## config.mk

```make
export PLATFORM = sky130hd
export DESIGN_NAME = op_job_dispatcher
export DESIGN_NICKNAME = d
export VERILOG_FILES = /design/src/rtl/op_job_dispatcher.sv
export SDC_FILE = /design/constraint.sdc
export NUM_CORES = 1
export LEC_CHECK = 0
export CAP_MARGIN = 20
export CELL_PAD_IN_SITES_DETAIL_PLACEMENT = 1
export CELL_PAD_IN_SITES_GLOBAL_PLACEMENT = 1
export CORE_AREA = 2 2 202 154
export DETAILED_ROUTE_END_ITERATION = 16
export DIE_AREA = 0 0 204 156
export MAX_ROUTING_LAYER = met4
export PLACE_DENSITY = 0.9
export SLEW_MARGIN = 20
export SYNTH_ARGS = -nofsm -noshare
export SYNTH_HDL_FRONTEND = slang
export SYNTH_SLANG_ARGS = --single-unit
```

## constraint.sdc

```tcl
create_clock -name clk -period 3.3 [get_ports clk]
set_input_delay 0.495 -clock clk [delete_from_list [all_inputs] [get_ports clk]]
set_output_delay 0.495 -clock clk [all_outputs]
set_load 0.03 [all_outputs]
```

## src/rtl/op_job_dispatcher.sv

```systemverilog
// op_job_dispatcher: serial operand loader and start/done sequencer for 8-operand cores.
// Optional build macro: DISPATCH_TIMEOUT_EN enables the done_in wait timeout and the err flag.
// Ports:
//   clk, rst                 clock, synchronous active-high reset
//   ld_valid/ld_data/ld_ready operand word stream (8 words per job)
//   start, i1..i8            one-cycle start pulse and operand buses to core
//   result_in, done_in       core result and completion flag
//   res_valid/res_data/res_ready captured result handshake
//   busy, job_count, err     status: not in LOAD, consumed results, timeout sticky
module op_job_dispatcher #(
  parameter int WIDTH          = 32,
  parameter int CNT_W          = 16,
  parameter int TIMEOUT_CYCLES = 1024
) (
  input  logic             clk,
  input  logic             rst,
  input  logic             ld_valid,
  input  logic [WIDTH-1:0] ld_data,
  output logic             ld_ready,
  output logic             start,
  output logic [WIDTH-1:0] i1,
  output logic [WIDTH-1:0] i2,
  output logic [WIDTH-1:0] i3,
  output logic [WIDTH-1:0] i4,
  output logic [WIDTH-1:0] i5,
  output logic [WIDTH-1:0] i6,
  output logic [WIDTH-1:0] i7,
  output logic [WIDTH-1:0] i8,
  input  logic [WIDTH-1:0] result_in,
  input  logic             done_in,
  output logic             res_valid,
  output logic [WIDTH-1:0] res_data,
  input  logic             res_ready,
  output logic             busy,
  output logic [CNT_W-1:0] job_count,
  output logic             err
);

  typedef enum logic [1:0] {
    S_LOAD,
    S_LAUNCH,
    S_WAIT,
    S_HOLD
  } state_t;

  state_t           r_state;
  logic [2:0]       r_idx;
  logic [WIDTH-1:0] r_op [8];
  logic             r_start;
  logic             r_res_valid;
  logic [WIDTH-1:0] r_res_data;
  logic [CNT_W-1:0] r_jobs;

  logic w_ld_fire;
  logic w_res_fire;
  logic w_tmo;

  assign w_ld_fire  = (r_state == S_LOAD) && ld_valid;
  assign w_res_fire = r_res_valid && res_ready;

`ifdef DISPATCH_TIMEOUT_EN
  localparam int TW = $clog2(TIMEOUT_CYCLES + 1);

  logic [TW-1:0] r_wcnt;
  logic          r_err;

  // Fires on the last permitted WAIT cycle without done_in.
  assign w_tmo = (r_state == S_WAIT) && !done_in &&
                 (r_wcnt == TW'(TIMEOUT_CYCLES - 1));

  always_ff @(posedge clk) begin
    if (rst) begin
      r_wcnt <= '0;
      r_err  <= 1'b0;
    end else begin
      if (r_state == S_LAUNCH) begin
        r_wcnt <= '0;
      end else if (r_state == S_WAIT && !done_in && !w_tmo) begin
        r_wcnt <= r_wcnt + 1'b1;
      end
      if (w_tmo) begin
        r_err <= 1'b1;
      end
    end
  end

  assign err = r_err;
`else
  logic [31:0] w_unused_timeout;

  assign w_unused_timeout = TIMEOUT_CYCLES;
  assign w_tmo            = 1'b0;
  assign err              = 1'b0;
`endif

  always_ff @(posedge clk) begin
    if (rst) begin
      r_state     <= S_LOAD;
      r_idx       <= '0;
      r_start     <= 1'b0;
      r_res_valid <= 1'b0;
      r_res_data  <= '0;
      r_jobs      <= '0;
      for (int k = 0; k < 8; k++) begin
        r_op[k] <= '0;
      end
    end else begin
      unique case (r_state)
        S_LOAD: begin
          if (w_ld_fire) begin
            r_op[r_idx] <= ld_data;
            r_idx       <= r_idx + 3'd1;
            if (r_idx == 3'd7) begin
              r_state <= S_LAUNCH;
              r_start <= 1'b1;
            end
          end
        end
        S_LAUNCH: begin
          r_start <= 1'b0;
          r_state <= S_WAIT;
        end
        S_WAIT: begin
          if (done_in) begin
            r_res_data  <= result_in;
            r_res_valid <= 1'b1;
            r_state     <= S_HOLD;
          end else if (w_tmo) begin
            r_res_data  <= '0;
            r_res_valid <= 1'b1;
            r_state     <= S_HOLD;
          end
        end
        S_HOLD: begin
          if (w_res_fire) begin
            r_res_valid <= 1'b0;
            r_jobs      <= r_jobs + 1'b1;
            r_state     <= S_LOAD;
          end
        end
        default: r_state <= S_LOAD;
      endcase
    end
  end

  assign ld_ready  = (r_state == S_LOAD);
  assign busy      = (r_state != S_LOAD);
  assign start     = r_start;
  assign res_valid = r_res_valid;
  assign res_data  = r_res_data;
  assign job_count = r_jobs;

  assign i1 = r_op[0];
  assign i2 = r_op[1];
  assign i3 = r_op[2];
  assign i4 = r_op[3];
  assign i5 = r_op[4];
  assign i6 = r_op[5];
  assign i7 = r_op[6];
  assign i8 = r_op[7];

endmodule
```

==> key figures <==
Synthesis
  • Area leader, netlist: edfxtp_1
  • Seq/Total Area, Yosys: 0.745
  • FF+latch count, synth: 311
  • Unique masters post-synth: 39
  • Syn. warnings: 0
  • Post-synth ARST share: 0
  • Mapped Cells: 832
  • Post-synth EDFFs: 256
  • Mean area per synthesized cell: 14.2 um^2
  • Syn_nets: 909
  • Main flop type after synthesis: edfxtp_1
  • Synth top area cells: edfxtp_1 (65%), and2_1 (14%), dfxtp_1 (9.3%)
  • Cell area after synthesis: 11800 um^2
  • Area fraction of the dominant cell type after synthesis: 0.652

CTS
  • Buffer depth of the longest clock path: 3
  • Clock latency on the worst-skew pair: 0.53 ns
  • CTS tree: built
  • Hold buffers post-CTS: 0
  • Post-CTS sizing: 0
  • Clock sink count: 311
  • Cts bufs inserted: 34
  • Clock transition at the registers of the reported paths: 0.06 ns
  • CTS H-tree depth: 2
  • CTS root buf: clkbuf_16
  • Setup Buffers After CTS: 0

Routing
  • Drt initial violations: 509
  • DRT antenna net count: 0
  • Post-DR wirelength/cell: 23.4 um
  • Final WL: 38500 um
  • # DRC: 0
  • DR vias/cell: 4.94
  • Total number of vias: 8124
  • Number of iterations in the first detailed-routing pass: 5

Setup path
  • Buf/Inv on CP: 3
  • Worst path cell trace: inv_1, ha_1, inv_1, clkdlybuf4s50_1
  • Largest stage delay, worst path: 0.71 ns
  • Kind of end point of the critical path: output port
  • CP startpoint: r_state[0]
  • CP max FO: 8
  • Crit path kind: reg -> out
  • Req. time, crit path: 2.80 ns
  • Top cell by count, worst path: inv_1
  • Worst EP arrival: 2.15 ns
  • Reg2reg start: r_state[0]
  • Crit-path slowest cell: clkdlybuf4s50_1
  • Startpoint Class: flop
  • Worst path top cell family by delay: buffers and inverters

Floorplan
  • Chip height: 156 um
  • Starting Density: 0.395
  • Total die area: 31800 um^2
  • Row cnt: 55
  • # IOs: 378
  • CORE AREA: 29900 um^2
  • Chip Width: 204 um

Final layout
  • Layout area overhead: 45.6%
  • Util after Layout: 0.575
  • Share of cells above drive strength 1: 0.0722
  • Nets: 1298

Power
  • Max rail drop VDD: 0.379 mV
  • Sw frac: 0.245
  • Net load switching power: 2200 uW
  • Leak: 0.00621 uW
  • Reg power frac: 0.498
  • Total Power: 8990 uW
  • Power Internal: 6790 uW
  • PwrDens: 523 nW/um^2
  • Clk pwr share: 0.394
  • Combinational fraction of design power: 0.108

Global route
  • Antenna violations before repair: 1
  • Global-route wire length before repair: 55600 um
  • Global Route Usage Sum: 0.246
  • Grt total ovfl: 0
  • Vias in the first global route: 8674
  • Largest net degree at the start of global routing: 58

Timing
  • RSZ-0062 raised after global routing: no
  • Crit share post-route: 0.801
  • Final setup fails: 0
  • Min cycle time layout: 2.64 ns
  • Relative slew slack: 0.573
  • Final Hold Fails: 0
  • Worst-margin pin slew: 0.641 ns
  • Final Skew: 0.0174 ns
  • Max Slew Vio Count: 0
  • Setup TNS Final: 0 ns
  • Peak Freq: 0.378 GHz

Hold path
  • Hold_sp: res_data[13]
  • Worst min path class: reg -> reg

Place
  • Gp weighted congestion: 0.763
  • Port buffer count: 376
  • DPL Wire Length: 26000 um

Run
  • Max-cap violation count: 0

Status
  • Status: finished clean
-- stage by stage --
stage	std cells	hold slack, ns	instance area (um^2)	setup slack [ns]
after floorplan	832	0.510	11800	1.06
after global placement	1584	0.441	16100	0.570
after detailed placement	1584	0.449	16100	0.436
after CTS	1645	0.455	17200	0.626
after global routing	1645	0.474	17200	0.544
final	1646	0.454	17200	0.657
-- Yosys cell counts (3+ instances only) --
cell type  number
buf_1           3
xor2_1          3
nor3_1          4
nand4_1         3
nor2_1         19
nor2_4          3
and2_1        257
dfxtp_1        55
edfxtp_1      256
nor2b_1         5
o21ai_0         4
clkbuf_1       23
a21oi_1        41
nand2_1        80
clkbuf_2       13
inv_1           5
nand3_1         8
ha_1            8
xnor2_1         8
or2_2           8
nand4b_1        3
-- state kept, by name, summed over array words and instances, names as in the netlist --
| name | cells |
|---|---|
| res_valid | 1 |
| r_state | 2 |
| r_idx | 3 |
| job_count | 16 |
| r_op | 256 |
| res_data | 32 |
| start | 1 |
-- placed cells by master, fill, tap and decap left out, types with 2 or more instances in the layout --
master,n
a21oi_1,41
mux2_2,2
or2_2,8
nor2_1,16
ha_1,8
clkbuf_1,9
nand4b_1,3
clkinv_1,6
inv_6,2
clkbuf_16,34
buf_12,8
inv_1,5
xnor2_1,8
o21ai_0,4
nor2b_1,5
clkinvlp_4,2
nor4_1,2
nand4_1,3
clkinv_2,5
clkdlybuf4s50_1,375
edfxtp_1,256
buf_4,10
nand2b_1,2
nor4_2,2
nand2_2,2
xor2_1,3
nand2_1,79
nand3_1,8
nor2_4,6
and2_1,257
and3_1,2
nor3_1,3
dfxtp_1,55
-- per-layer routing --
layer	wire length [um]	part of all wire	track usage
met1	15100	0.39	0.289
met2	19000	0.49	0.411
met3	3130	0.081	0.0639
met4	1250	0.033	0.0873
met5	0	0	-
-- cell type report --
| type | instances | area, um^2 |
|---|---|---|
| Multi-Input combinational cell | 475 | 2840 |
| Antenna cell | 1 | 2.50 |
| Tap cell | 399 | 499 |
| Timing Repair Buffer | 394 | 3990 |
| Inverter | 5 | 18.8 |
| Clock buffer | 44 | 898 |
| Sequential cell | 311 | 8790 |
| Clock inverter | 17 | 126 |
| Fill cell | 2911 | 12700 |
-- power groups by stage --
stage	clock network (uW)	logic, uW	registers, uW
final	3540	973	4470
after global routing	3750	1020	4480
after floorplan	0	118	4850
after global placement	0	958	4540
after detailed placement	0	980	4550
after CTS	3620	984	4480
-- tightest hold or removal path, delay by kind of cell, from the launching register on --
kind	cells	cell delay, ns
AOI/OAI and AO/OA	1	0.05
DFF	1	0.30
and+or+nand+nor	1	0.05
-- kinds of logic (layout without fill, tap and decap cells) --
group                    count (synthesis)  count (layout)  synth area share
adder cells (fa/ha/maj)                  8               8           0.00849
AO/OA/AOI/OAI                           48              48            0.0216
multiplexers                             3               3           0.00276
buffers and inverters                   46             460            0.0164
AND/OR/NAND/NOR                        404             404             0.197
flip-flops                             311             311             0.745
XOR/XNOR                                11              11           0.00817
other                                    1               2          0.000318
-- path summary, 6_finish.rpt --
kind | endpoint | slack, ns | cells after the start
min | res_data[13] | 0.45 | 2
max reg2reg | r_op[1][11] | 0.79 | 6
min reg2reg | res_data[13] | 0.45 | 2
max | busy | 0.66 | 4
No activity file was read; power rests on OpenSTA's default activity.
